<file path="config.mk">
export PLATFORM = sky130hd
export DESIGN_NAME = player_cfg_sequencer_flat
export DESIGN_NICKNAME = d
export VERILOG_FILES = /design/src/rtl/player_cfg_pkg.sv /design/src/rtl/player_cfg_sequencer_if.sv /design/src/rtl/sync_edge_detect.sv /design/src/rtl/player_cfg_sequencer.sv /design/src/flat_wrapper.sv
export SDC_FILE = /design/constraint.sdc
export NUM_CORES = 1
export LEC_CHECK = 0
export CORE_MARGIN = 2
export CORE_UTILIZATION = 30
export DETAILED_ROUTE_END_ITERATION = 12
export PLACE_DENSITY = 0.58
export SETUP_SLACK_MARGIN = 0.15
export SLEW_MARGIN = 20
export SYNTH_ARGS = -nofsm -noshare
export SYNTH_HDL_FRONTEND = slang
export SYNTH_HIERARCHICAL = 1
export SYNTH_SLANG_ARGS = --single-unit
export TNS_END_PERCENT = 30
</file>
<file path="constraint.sdc">
create_clock -name CLK -period 5 [get_ports CLK]
set_clock_uncertainty 0.1 [all_clocks]
set_input_delay 0.75 -clock CLK [delete_from_list [all_inputs] [get_ports CLK]]
set_output_delay 0.75 -clock CLK [all_outputs]
set_load 0.05 [all_outputs]
</file>
<file path="src/rtl/player_cfg_pkg.sv">
`default_nettype none
// +-------------------------------------------------------------------------+
// | player_cfg_pkg : state encoding and write-address map for the sequencer |
// | Rev 1.0                                                                 |
// +-------------------------------------------------------------------------+
package player_cfg_pkg;

  typedef enum logic [1:0] {
    ST_IDLE   = 2'd0,
    ST_ARMED  = 2'd1,
    ST_SETTLE = 2'd2,
    ST_RUN    = 2'd3
  } state_t;

  localparam int NUM_POS = 5;

  localparam logic [2:0] ADDR_G     = 3'd0;
  localparam logic [2:0] ADDR_R     = 3'd1;
  localparam logic [2:0] ADDR_Y     = 3'd2;
  localparam logic [2:0] ADDR_B     = 3'd3;
  localparam logic [2:0] ADDR_O     = 3'd4;
  localparam logic [2:0] ADDR_DELAY = 3'd5;
  localparam logic [2:0] ADDR_STRUM = 3'd6;
  localparam logic [2:0] ADDR_RSVD  = 3'd7;

  // {2'b0, y[9:0], 1'b0, x[10:0]}
  localparam logic [23:0] POS_MASK = 24'h3FF7FF;

endpackage
`default_nettype wire

</file>
<file path="src/rtl/player_cfg_sequencer_if.sv">
`default_nettype none
// +-------------------------------------------------------------------------+
// | player_cfg_sequencer_if : shadow-bank write port and commit request     |
// | Rev 1.0                                                                 |
// +-------------------------------------------------------------------------+
interface player_cfg_sequencer_if;
  logic        WrValid;
  logic        WrReady;
  logic [2:0]  WrAddr;
  logic [23:0] WrData;
  logic        Commit;

  modport master (output WrValid, output WrAddr, output WrData, output Commit, input WrReady);
  modport slave  (input WrValid, input WrAddr, input WrData, input Commit, output WrReady);
endinterface
`default_nettype wire

</file>
<file path="src/rtl/sync_edge_detect.sv">
`default_nettype none
// +-------------------------------------------------------------------------+
// | sync_edge_detect : two-flop sampler with a rising-edge pulse            |
// | Rev 1.0                                                                 |
// +-------------------------------------------------------------------------+
module sync_edge_detect (
  input  logic clk,
  input  logic rst,
  input  logic din,
  output logic rise
);
  logic s1;
  logic s2;

  always_ff @(posedge clk) begin
    if (rst) begin
      s1 <= 1'b0;
      s2 <= 1'b0;
    end else begin
      s1 <= din;
      s2 <= s1;
    end
  end

  assign rise = s1 & ~s2;
endmodule
`default_nettype wire

</file>
<file path="src/rtl/player_cfg_sequencer.sv">
`default_nettype none
// +-------------------------------------------------------------------------+
// | player_cfg_sequencer : shadow/active config banks applied on frame edge |
// | Rev 1.0                                                                 |
// +-------------------------------------------------------------------------+
module player_cfg_sequencer
  import player_cfg_pkg::*;
#(
  parameter int          SETTLE_FRAMES = 4,
  parameter logic [4:0]  DEF_DELAY     = 5'd0,
  parameter logic [3:0]  DEF_STRUM     = 4'd3,
  parameter int          FCNT_W        = 16
) (
  input  logic                  CLK,
  input  logic                  RST,
  input  logic                  VSync,
  player_cfg_sequencer_if.slave wr,
  input  logic                  EnableReq,
  output logic [23:0]           GreenPos,
  output logic [23:0]           RedPos,
  output logic [23:0]           YellowPos,
  output logic [23:0]           BluePos,
  output logic [23:0]           OrangePos,
  output logic [4:0]            DelayValue,
  output logic [3:0]            StrumTime,
  output logic                  Enable,
  output logic [FCNT_W-1:0]     FrameCount,
  output logic [3:0]            Status
);

  localparam logic [3:0] SETTLE_INIT = 4'(SETTLE_FRAMES - 1);

  logic              vs_edge;
  state_t            state;
  state_t            state_nxt;
  logic [3:0]        settle_cnt;
  logic [3:0]        settle_nxt;
  logic              load;
  logic              dirty;
  logic              wr_ready;
  logic              wr_fire;
  logic [23:0]       shadow_pos [NUM_POS];
  logic [23:0]       active_pos [NUM_POS];
  logic [4:0]        shadow_delay;
  logic [3:0]        shadow_strum;
  logic [4:0]        active_delay;
  logic [3:0]        active_strum;
  logic [FCNT_W-1:0] frame_cnt;

  sync_edge_detect u_vs_edge (
    .clk  (CLK),
    .rst  (RST),
    .din  (VSync),
    .rise (vs_edge)
  );

  // The shadow bank is frozen while a commit waits for its frame edge.
  assign wr_ready   = (state != ST_ARMED);
  assign wr_fire    = wr.WrValid & wr_ready;
  assign wr.WrReady = wr_ready;

  always_ff @(posedge CLK) begin
    if (RST) begin
      state      <= ST_IDLE;
      settle_cnt <= 4'd0;
    end else begin
      state      <= state_nxt;
      settle_cnt <= settle_nxt;
    end
  end

  // A commit takes priority over settle progress, so a commit landing on a
  // frame edge is held for the following edge.
  always_comb begin
    state_nxt  = state;
    settle_nxt = settle_cnt;
    load       = 1'b0;
    case (state)
      ST_IDLE: begin
        if (wr.Commit) state_nxt = ST_ARMED;
      end
      ST_ARMED: begin
        if (vs_edge) begin
          load = 1'b1;
          if (SETTLE_FRAMES == 1) begin
            state_nxt = ST_RUN;
          end else begin
            state_nxt  = ST_SETTLE;
            settle_nxt = SETTLE_INIT;
          end
        end
      end
      ST_SETTLE: begin
        if (wr.Commit) begin
          state_nxt = ST_ARMED;
        end else if (vs_edge) begin
          if (settle_cnt == 4'd0) state_nxt = ST_RUN;
          else                    settle_nxt = settle_cnt - 4'd1;
        end
      end
      ST_RUN: begin
        if (wr.Commit) state_nxt = ST_ARMED;
      end
      default: state_nxt = ST_IDLE;
    endcase
  end

  always_ff @(posedge CLK) begin
    if (RST) begin
      for (int i = 0; i < NUM_POS; i++) shadow_pos[i] <= 24'h0;
      shadow_delay <= DEF_DELAY;
      shadow_strum <= DEF_STRUM;
      dirty        <= 1'b0;
    end else if (load) begin
      dirty <= 1'b0;
    end else if (wr_fire) begin
      case (wr.WrAddr)
        ADDR_G, ADDR_R, ADDR_Y, ADDR_B, ADDR_O: begin
          shadow_pos[wr.WrAddr] <= wr.WrData & POS_MASK;
          dirty                 <= 1'b1;
        end
        ADDR_DELAY: begin
          shadow_delay <= wr.WrData[4:0];
          dirty        <= 1'b1;
        end
        ADDR_STRUM: begin
          shadow_strum <= wr.WrData[3:0];
          dirty        <= 1'b1;
        end
        ADDR_RSVD: begin
        end
      endcase
    end
  end

  always_ff @(posedge CLK) begin
    if (RST) begin
      for (int i = 0; i < NUM_POS; i++) active_pos[i] <= 24'h0;
      active_delay <= DEF_DELAY;
      active_strum <= DEF_STRUM;
    end else if (load) begin
      for (int i = 0; i < NUM_POS; i++) active_pos[i] <= shadow_pos[i];
      active_delay <= shadow_delay;
      active_strum <= shadow_strum;
    end
  end

  always_ff @(posedge CLK) begin
    if (RST)          frame_cnt <= '0;
    else if (vs_edge) frame_cnt <= frame_cnt + FCNT_W'(1);
  end

  assign GreenPos   = active_pos[0];
  assign RedPos     = active_pos[1];
  assign YellowPos  = active_pos[2];
  assign BluePos    = active_pos[3];
  assign OrangePos  = active_pos[4];
  assign DelayValue = active_delay;
  assign StrumTime  = active_strum;
  assign Enable     = (state == ST_RUN) & EnableReq;
  assign FrameCount = frame_cnt;
  assign Status     = {state, (state == ST_ARMED), dirty};

endmodule
`default_nettype wire

</file>
<file path="src/flat_wrapper.sv">
// flat-port wrapper written by rule: the top's interface ports become plain ports
module player_cfg_sequencer_flat import player_cfg_pkg::*;
#(
  parameter int          SETTLE_FRAMES = 4,
  parameter logic [4:0]  DEF_DELAY     = 5'd0,
  parameter logic [3:0]  DEF_STRUM     = 4'd3,
  parameter int          FCNT_W        = 16
)
  (CLK, RST, VSync, EnableReq, GreenPos, RedPos, YellowPos, BluePos, OrangePos, DelayValue, StrumTime, Enable, FrameCount, Status, wr_WrValid, wr_WrAddr, wr_WrData, wr_Commit, wr_WrReady);
  player_cfg_sequencer_if wr_i ();
  input  logic CLK;
  input  logic RST;
  input  logic VSync;
  input  logic EnableReq;
  output logic [23:0] GreenPos;
  output logic [23:0] RedPos;
  output logic [23:0] YellowPos;
  output logic [23:0] BluePos;
  output logic [23:0] OrangePos;
  output logic [4:0] DelayValue;
  output logic [3:0] StrumTime;
  output logic Enable;
  output logic [FCNT_W-1:0] FrameCount;
  output logic [3:0] Status;
  input wire logic [$bits(wr_i.WrValid)-1:0] wr_WrValid;
  input wire logic [$bits(wr_i.WrAddr)-1:0] wr_WrAddr;
  input wire logic [$bits(wr_i.WrData)-1:0] wr_WrData;
  input wire logic [$bits(wr_i.Commit)-1:0] wr_Commit;
  output wire logic [$bits(wr_i.WrReady)-1:0] wr_WrReady;
  assign wr_i.WrValid = wr_WrValid;
  assign wr_i.WrAddr = wr_WrAddr;
  assign wr_i.WrData = wr_WrData;
  assign wr_i.Commit = wr_Commit;
  assign wr_WrReady = wr_i.WrReady;
  player_cfg_sequencer #(.SETTLE_FRAMES(SETTLE_FRAMES), .DEF_DELAY(DEF_DELAY), .DEF_STRUM(DEF_STRUM), .FCNT_W(FCNT_W)) u_core (.CLK(CLK), .RST(RST), .VSync(VSync), .wr(wr_i), .EnableReq(EnableReq), .GreenPos(GreenPos), .RedPos(RedPos), .YellowPos(YellowPos), .BluePos(BluePos), .OrangePos(OrangePos), .DelayValue(DelayValue), .StrumTime(StrumTime), .Enable(Enable), .FrameCount(FrameCount), .Status(Status));
endmodule
</file>
**After elaboration in Yosys (flattened, before gate mapping)**

Memory sizes are Yosys's and may differ from the RTL's.
Index checks and enable logic that the tools add are counted.

- Memories kept: 2
- Register bits after elaboration: 43
- Memory bits (writable): 225
- Input port bits: 33

- Equal/unequal tests: 17
- Mux-type cells: 31
- $add $sub $neg: 2
- Reduce and logical (&&, ||, !) cells: 14
- Bitwise logic cells: 10

Memory list:

| name | words | width | rd ports | clocked after memory_dff | write ports | RTL line | RTL |
|---|---|---|---|---|---|---|---|
| u_core.active_pos | 5 | 24 | 5 | 0 | 5 | player_cfg_sequencer.sv:43 | `logic [23:0] active_pos [NUM_POS];` |
| u_core.shadow_pos | 5 | 21 | 5 | 0 | 5 | player_cfg_sequencer.sv:42 | `logic [23:0] shadow_pos [NUM_POS];` |

Operators with widths:

| cell | number |
|---|---|
| $mux W24 | 5 |
| $mux W21 | 1 |
| $reduce_or A21 Y1 | 1 |
| $add A16 B1 Y16 const B | 1 |
| $mux W4 | 4 |
| $mux W1 | 13 |
| $mux W2 | 5 |
| $eq A3 B3 Y1 const B | 3 |
| $pmux W4 S2 | 1 |
| $reduce_or A7 Y1 | 1 |
| $eq A3 B2 Y1 const B | 2 |
| $ne A2 B1 Y1 const B | 3 |
| $ne A2 B2 Y1 const B | 3 |
| $pmux W2 S3 | 1 |
| $reduce_and A3 Y1 | 2 |
| $or A1 B1 Y1 | 5 |
| $reduce_and A5 Y1 | 1 |
| $reduce_or A5 Y1 | 1 |
| $eq A2 B2 Y1 const B | 2 |
| $logic_not A4 Y1 | 1 |
| $reduce_and A4 Y1 | 1 |
| $reduce_or A2 Y1 | 2 |
| $sub A4 B1 Y4 const B | 1 |
| $and A1 B1 Y1 | 3 |
| other kinds (10) | 11 |

**Longest topological paths before layout**

- Word-level depth: 9
- Mapped depth: 8
- Mapped depth without buffers: 6

**Cells and area by module**

Netlist, hierarchy kept.

Modules (own cells, without submodules):

| module | area each (um2) | cells an instance | instances |
|---|---|---|---|
| player_cfg_sequencer | 9689.3 | 664 | 1 |
| sync_edge_detect | 61.3 | 5 | 1 |

**Least setup slack after synthesis**

OpenSTA, ideal clock, no wires.

- Kind: flip-flop to flip-flop
- Start: register u_core.state[0]
- End: memory u_core.active_pos[0][0], enable pin
- Arrival: 3.805 ns
- Stages on the path, launching flop included: 5
- Data required time: 4.440 ns
- Path slack: 0.635 ns
- Path buffers: 1
- Library setup time: 0.460 ns
- Path through: dfxtp_1 -> ha_1 -> buf_2 -> a21oi_1 -> inv_1

RTL lines:

| item | RTL line | RTL |
|---|---|---|
| start: declaration | player_cfg_sequencer.sv:34 | `state_t state;` |
| start signal: assignment | player_cfg_sequencer.sv:67 | `state <= state_nxt;` |
| end: declaration | player_cfg_sequencer.sv:43 |  |

**Worst setup path in the final report**

- Start: register u_core.state[1]
- End: output wr_WrReady

- Word-level cells in the longest chain between the ends: 1

RTL lines:

| item | RTL line | RTL |
|---|---|---|
| $ne A2 B1 Y1 | player_cfg_sequencer.sv:58 | `assign wr_ready = (state != ST_ARMED);` |
| end: declaration | flat_wrapper.sv:29 | `output wire logic [$bits(wr_i.WrReady)-1:0] wr_WrReady;` |

Every way passes these cells.

==> results.json <==
{
  "synth_top_family_by_area": "simple AND/OR/NAND/NOR gates",
  "hold_depth": 1,
  "rsz0062_at_grt": "false",
  "clkSinkCount": 253,
  "synth.avg_cell_area_sq_um": 14.6,
  "grt_pass1_wl_microns": 31700,
  "cp.depth": 4,
  "synth_cells": 669,
  "drt-initial-drc-count": 243,
  "r2r_setup_slack_ps": 1920,
  "max-slew-margin-rel_pct": 35.5,
  "worst_path_dominant_cell_family": "buffers and inverters",
  "drt.antenna.violating_nets": 0,
  "placement_rows": 66,
  "postCtsSetupBuffers": 0,
  "cts_tree": "built",
  "critPathLaunchType": "flip-flop",
  "r2r_start": "u_core/state[1]$_SDFFE_PP0P_",
  "clkTransAtPathRegs_ps": 60,
  "cp-end-kind": "primary output",
  "power_density_nw_per_um2": 402,
  "crit_type": "reg2out",
  "finalMaxSlewViolations": 0,
  "yosys.area.top_type": "edfxtp_1",
  "async_reset_ff_share_pct": 0,
  "firstDrtPassIters": 4,
  "final_nets": 878,
  "synth_area_sq_um": 9750,
  "cts_buffers": 29,
  "max_freq_mhz": 306,
  "fin_crit_sh_pct": 65.3,
  "maxCapViolations": 0,
  "yosys_most_used_dff": "edfxtp_1",
  "fp.dieW_microns": 184,
  "synth_adder_area_share_pct": 0.642,
  "fin_hold_ws_ps": 368,
  "slowest_stage": "clkdlybuf4s50_1",
  "dieHeight_microns": 184,
  "grt_antenna_before_repair": 2,
  "synth-compound-area-share_pct": 2.77,
  "tightest_slew_ps": 968,
  "critPathBufInv": 3,
  "crit_fanout": 12,
  "fin_ws_ps": 1740,
  "drc_errors": 0,
  "synth_top_area_share_pct": 64.7,
  "ys_seq_area_share_pct": 73.5,
  "peakVddDrop_mv": 0.256,
  "num_vias": 5500,
  "crit_start": "u_core/state[1]$_SDFFE_PP0P_",
  "slowest_delay_ps": 850,
  "crit_chain": "inv_1 > ha_1 > inv_1 > clkdlybuf4s50_1",
  "hold_viol_final": 0,
  "wl_per_cell_microns": 16.1,
  "place_ws_ps": 1410,
  "leakage_nw": 4.64,
  "numPortBuffers": 165,
  "synth.area.top_cells": "edfxtp_1, and2_1, dfxtp_1, buf_4, nor2_1",
  "outcome": "completed",
  "holdCritStartpoint": "u_core/u_vs_edge/s1$_SDFF_PP0_",
  "ctsHoldBuffers": 0,
  "tns_ps": 0,
  "synth_seq_cells": 253,
  "cts_buffer_depth": 3,
  "finalCriticalPeriod_ps": 3260,
  "crit_top_cell": "inv_1",
  "num_antenna_cells": 0,
  "muxShareOfSynthArea_pct": 0.821,
  "cp_data_required_time_ps": 4150,
  "area_growth_pct": 30.7,
  "ys_types": 48,
  "start_util_pct": 30.2,
  "synthTopCellsByCount": "edfxtp_1, and2_1, dfxtp_1",
  "hold_end": "u_core/u_vs_edge/s2$_SDFF_PP0_",
  "clk_latency_ps": 530,
  "final_layout_size_suffix_gt1_share_pct": 8.35,
  "clockRootBuffer": "clkbuf_16",
  "wl_microns": 21000,
  "cts_htree_levels": 1,
  "gp_congestion": 0.710,
  "viasPerCell": 4.22,
  "die_area_sq_um": 34000,
  "ff2ff_path_depth": 5,
  "min_path_type": "reg2reg",
  "yosysMostFrequentCell": "edfxtp_1",
  "core_area_sq_um": 32300,
  "cp_data_arrival_time_ps": 2410,
  "ioPinCount": 184,
  "grtUsageTotal_pct": 12.3,
  "cts_resized": 0,
  "yosys_warnings": 6,
  "synth-xor-area-share_pct": 0.898,
  "synth_edf_count": 210,
  "synthSimpleGateAreaFrac_pct": 18.4,
  "dp_hpwl_microns": 13400,
  "final_util_pct": 39.5,
  "grt_pass1_vias": 5422,
  "setup_viol": 0,
  "rr_endpoint": "u_core/shadow_pos[0][19]$_SDFFCE_PN0P_",
  "overflow": 0,
  "grt_start_max_net_pins": 113
}
## final cells by class
cell class              count  area (sq um)
well taps                 442           553
clock buffers              36           774
fillers                  3022         19500
clock inverters            17           120
flip-flops and latches    253          7170
multi-input cells         373          2380
repair buffers            171          1700
inverters                  12          47.5
## worst max-delay path by stage
| stage | end | slack (ps) |
|---|---|---|
| finish | wr_WrReady | 1740 |
| global route | wr_WrReady | 1570 |
| CTS | wr_WrReady | 1680 |
| detailed placement | u_core/shadow_pos[0][16]$_SDFFCE_PN0P_ | 1410 |
| global placement | u_core/shadow_pos[0][17]$_SDFFCE_PN0P_ | 1450 |
| floorplan | u_core/active_pos[0][0]$_SDFFCE_PN0P_ | 630 |
## registers in the layout, summed over array words and instances (netlist names)
name                 cells
u_core/state             2
u_core/settle_cnt        4
u_core/DelayValue        5
u_core/active_pos      105
u_core/dirty             1
u_core/u_vs_edge/s2      1
u_core/u_vs_edge/s1      1
u_core/FrameCount       16
u_core/StrumTime         4
u_core/shadow_delay      5
u_core/shadow_strum      4
u_core/shadow_pos      105
## cells in the final DEF, fill, tap and decap left out, drive strengths merged, types with 3 or more instances in the layout
| cell type | count |
|---|---|
| edfxtp | 210 |
| clkbuf | 36 |
| or3 | 5 |
| mux2i | 8 |
| a21oi | 11 |
| nand2 | 8 |
| xnor2 | 6 |
| buf | 7 |
| xor2 | 4 |
| nor3b | 4 |
| conb | 15 |
| nor3 | 7 |
| nor2 | 27 |
| o21ai | 6 |
| a31oi | 3 |
| and4 | 3 |
| nand2b | 3 |
| and2 | 205 |
| nand3 | 5 |
| nor2b | 6 |
| ha | 5 |
| clkdlybuf4s50 | 164 |
| clkinv | 12 |
| nor4 | 5 |
| inv | 15 |
| nand4 | 8 |
| a22o | 7 |
| or2 | 6 |
| dfxtp | 43 |
## metrics by stage
step | total power [mW] | instances | instance area [sq um]
after CTS | 5.20 | 1304 | 12700
after detailed placement | 3.21 | 1251 | 11800
after global routing | 5.32 | 1304 | 12700
final | 5.12 | 1304 | 12700
after floorplan | 2.96 | 683 | 9800
after global placement | 3.20 | 1251 | 11800
## layer usage
metal	GRT usage, %	part of all wire, %	vias up
met2	20.6	48	151
met5	0	0	-
met1	15.7	43	2643
li1	-	-	2668
met3	3.10	6.3	38
met4	3.87	2.5	0
## power breakdown
| part | total (mW) | internal (mW) | switching [mW] |
|---|---|---|---|
| clock | 1.96 | 1.15 | 0.811 |
| sequential | 2.45 | 2.41 | 0.0424 |
| combinational | 0.705 | 0.204 | 0.500 |
| total | 5.12 | 3.76 | 1.35 |
## cells by family after synthesis
logic type,count (synthesis)
and+or+nand+nor,296
DFF,253
buffers and inverters,57
AOI/OAI and AO/OA,39
xor gates and xnor gates,10
muxes,8
adders and majority gates,5
other,1
Power figures use the tool's default switching activity.
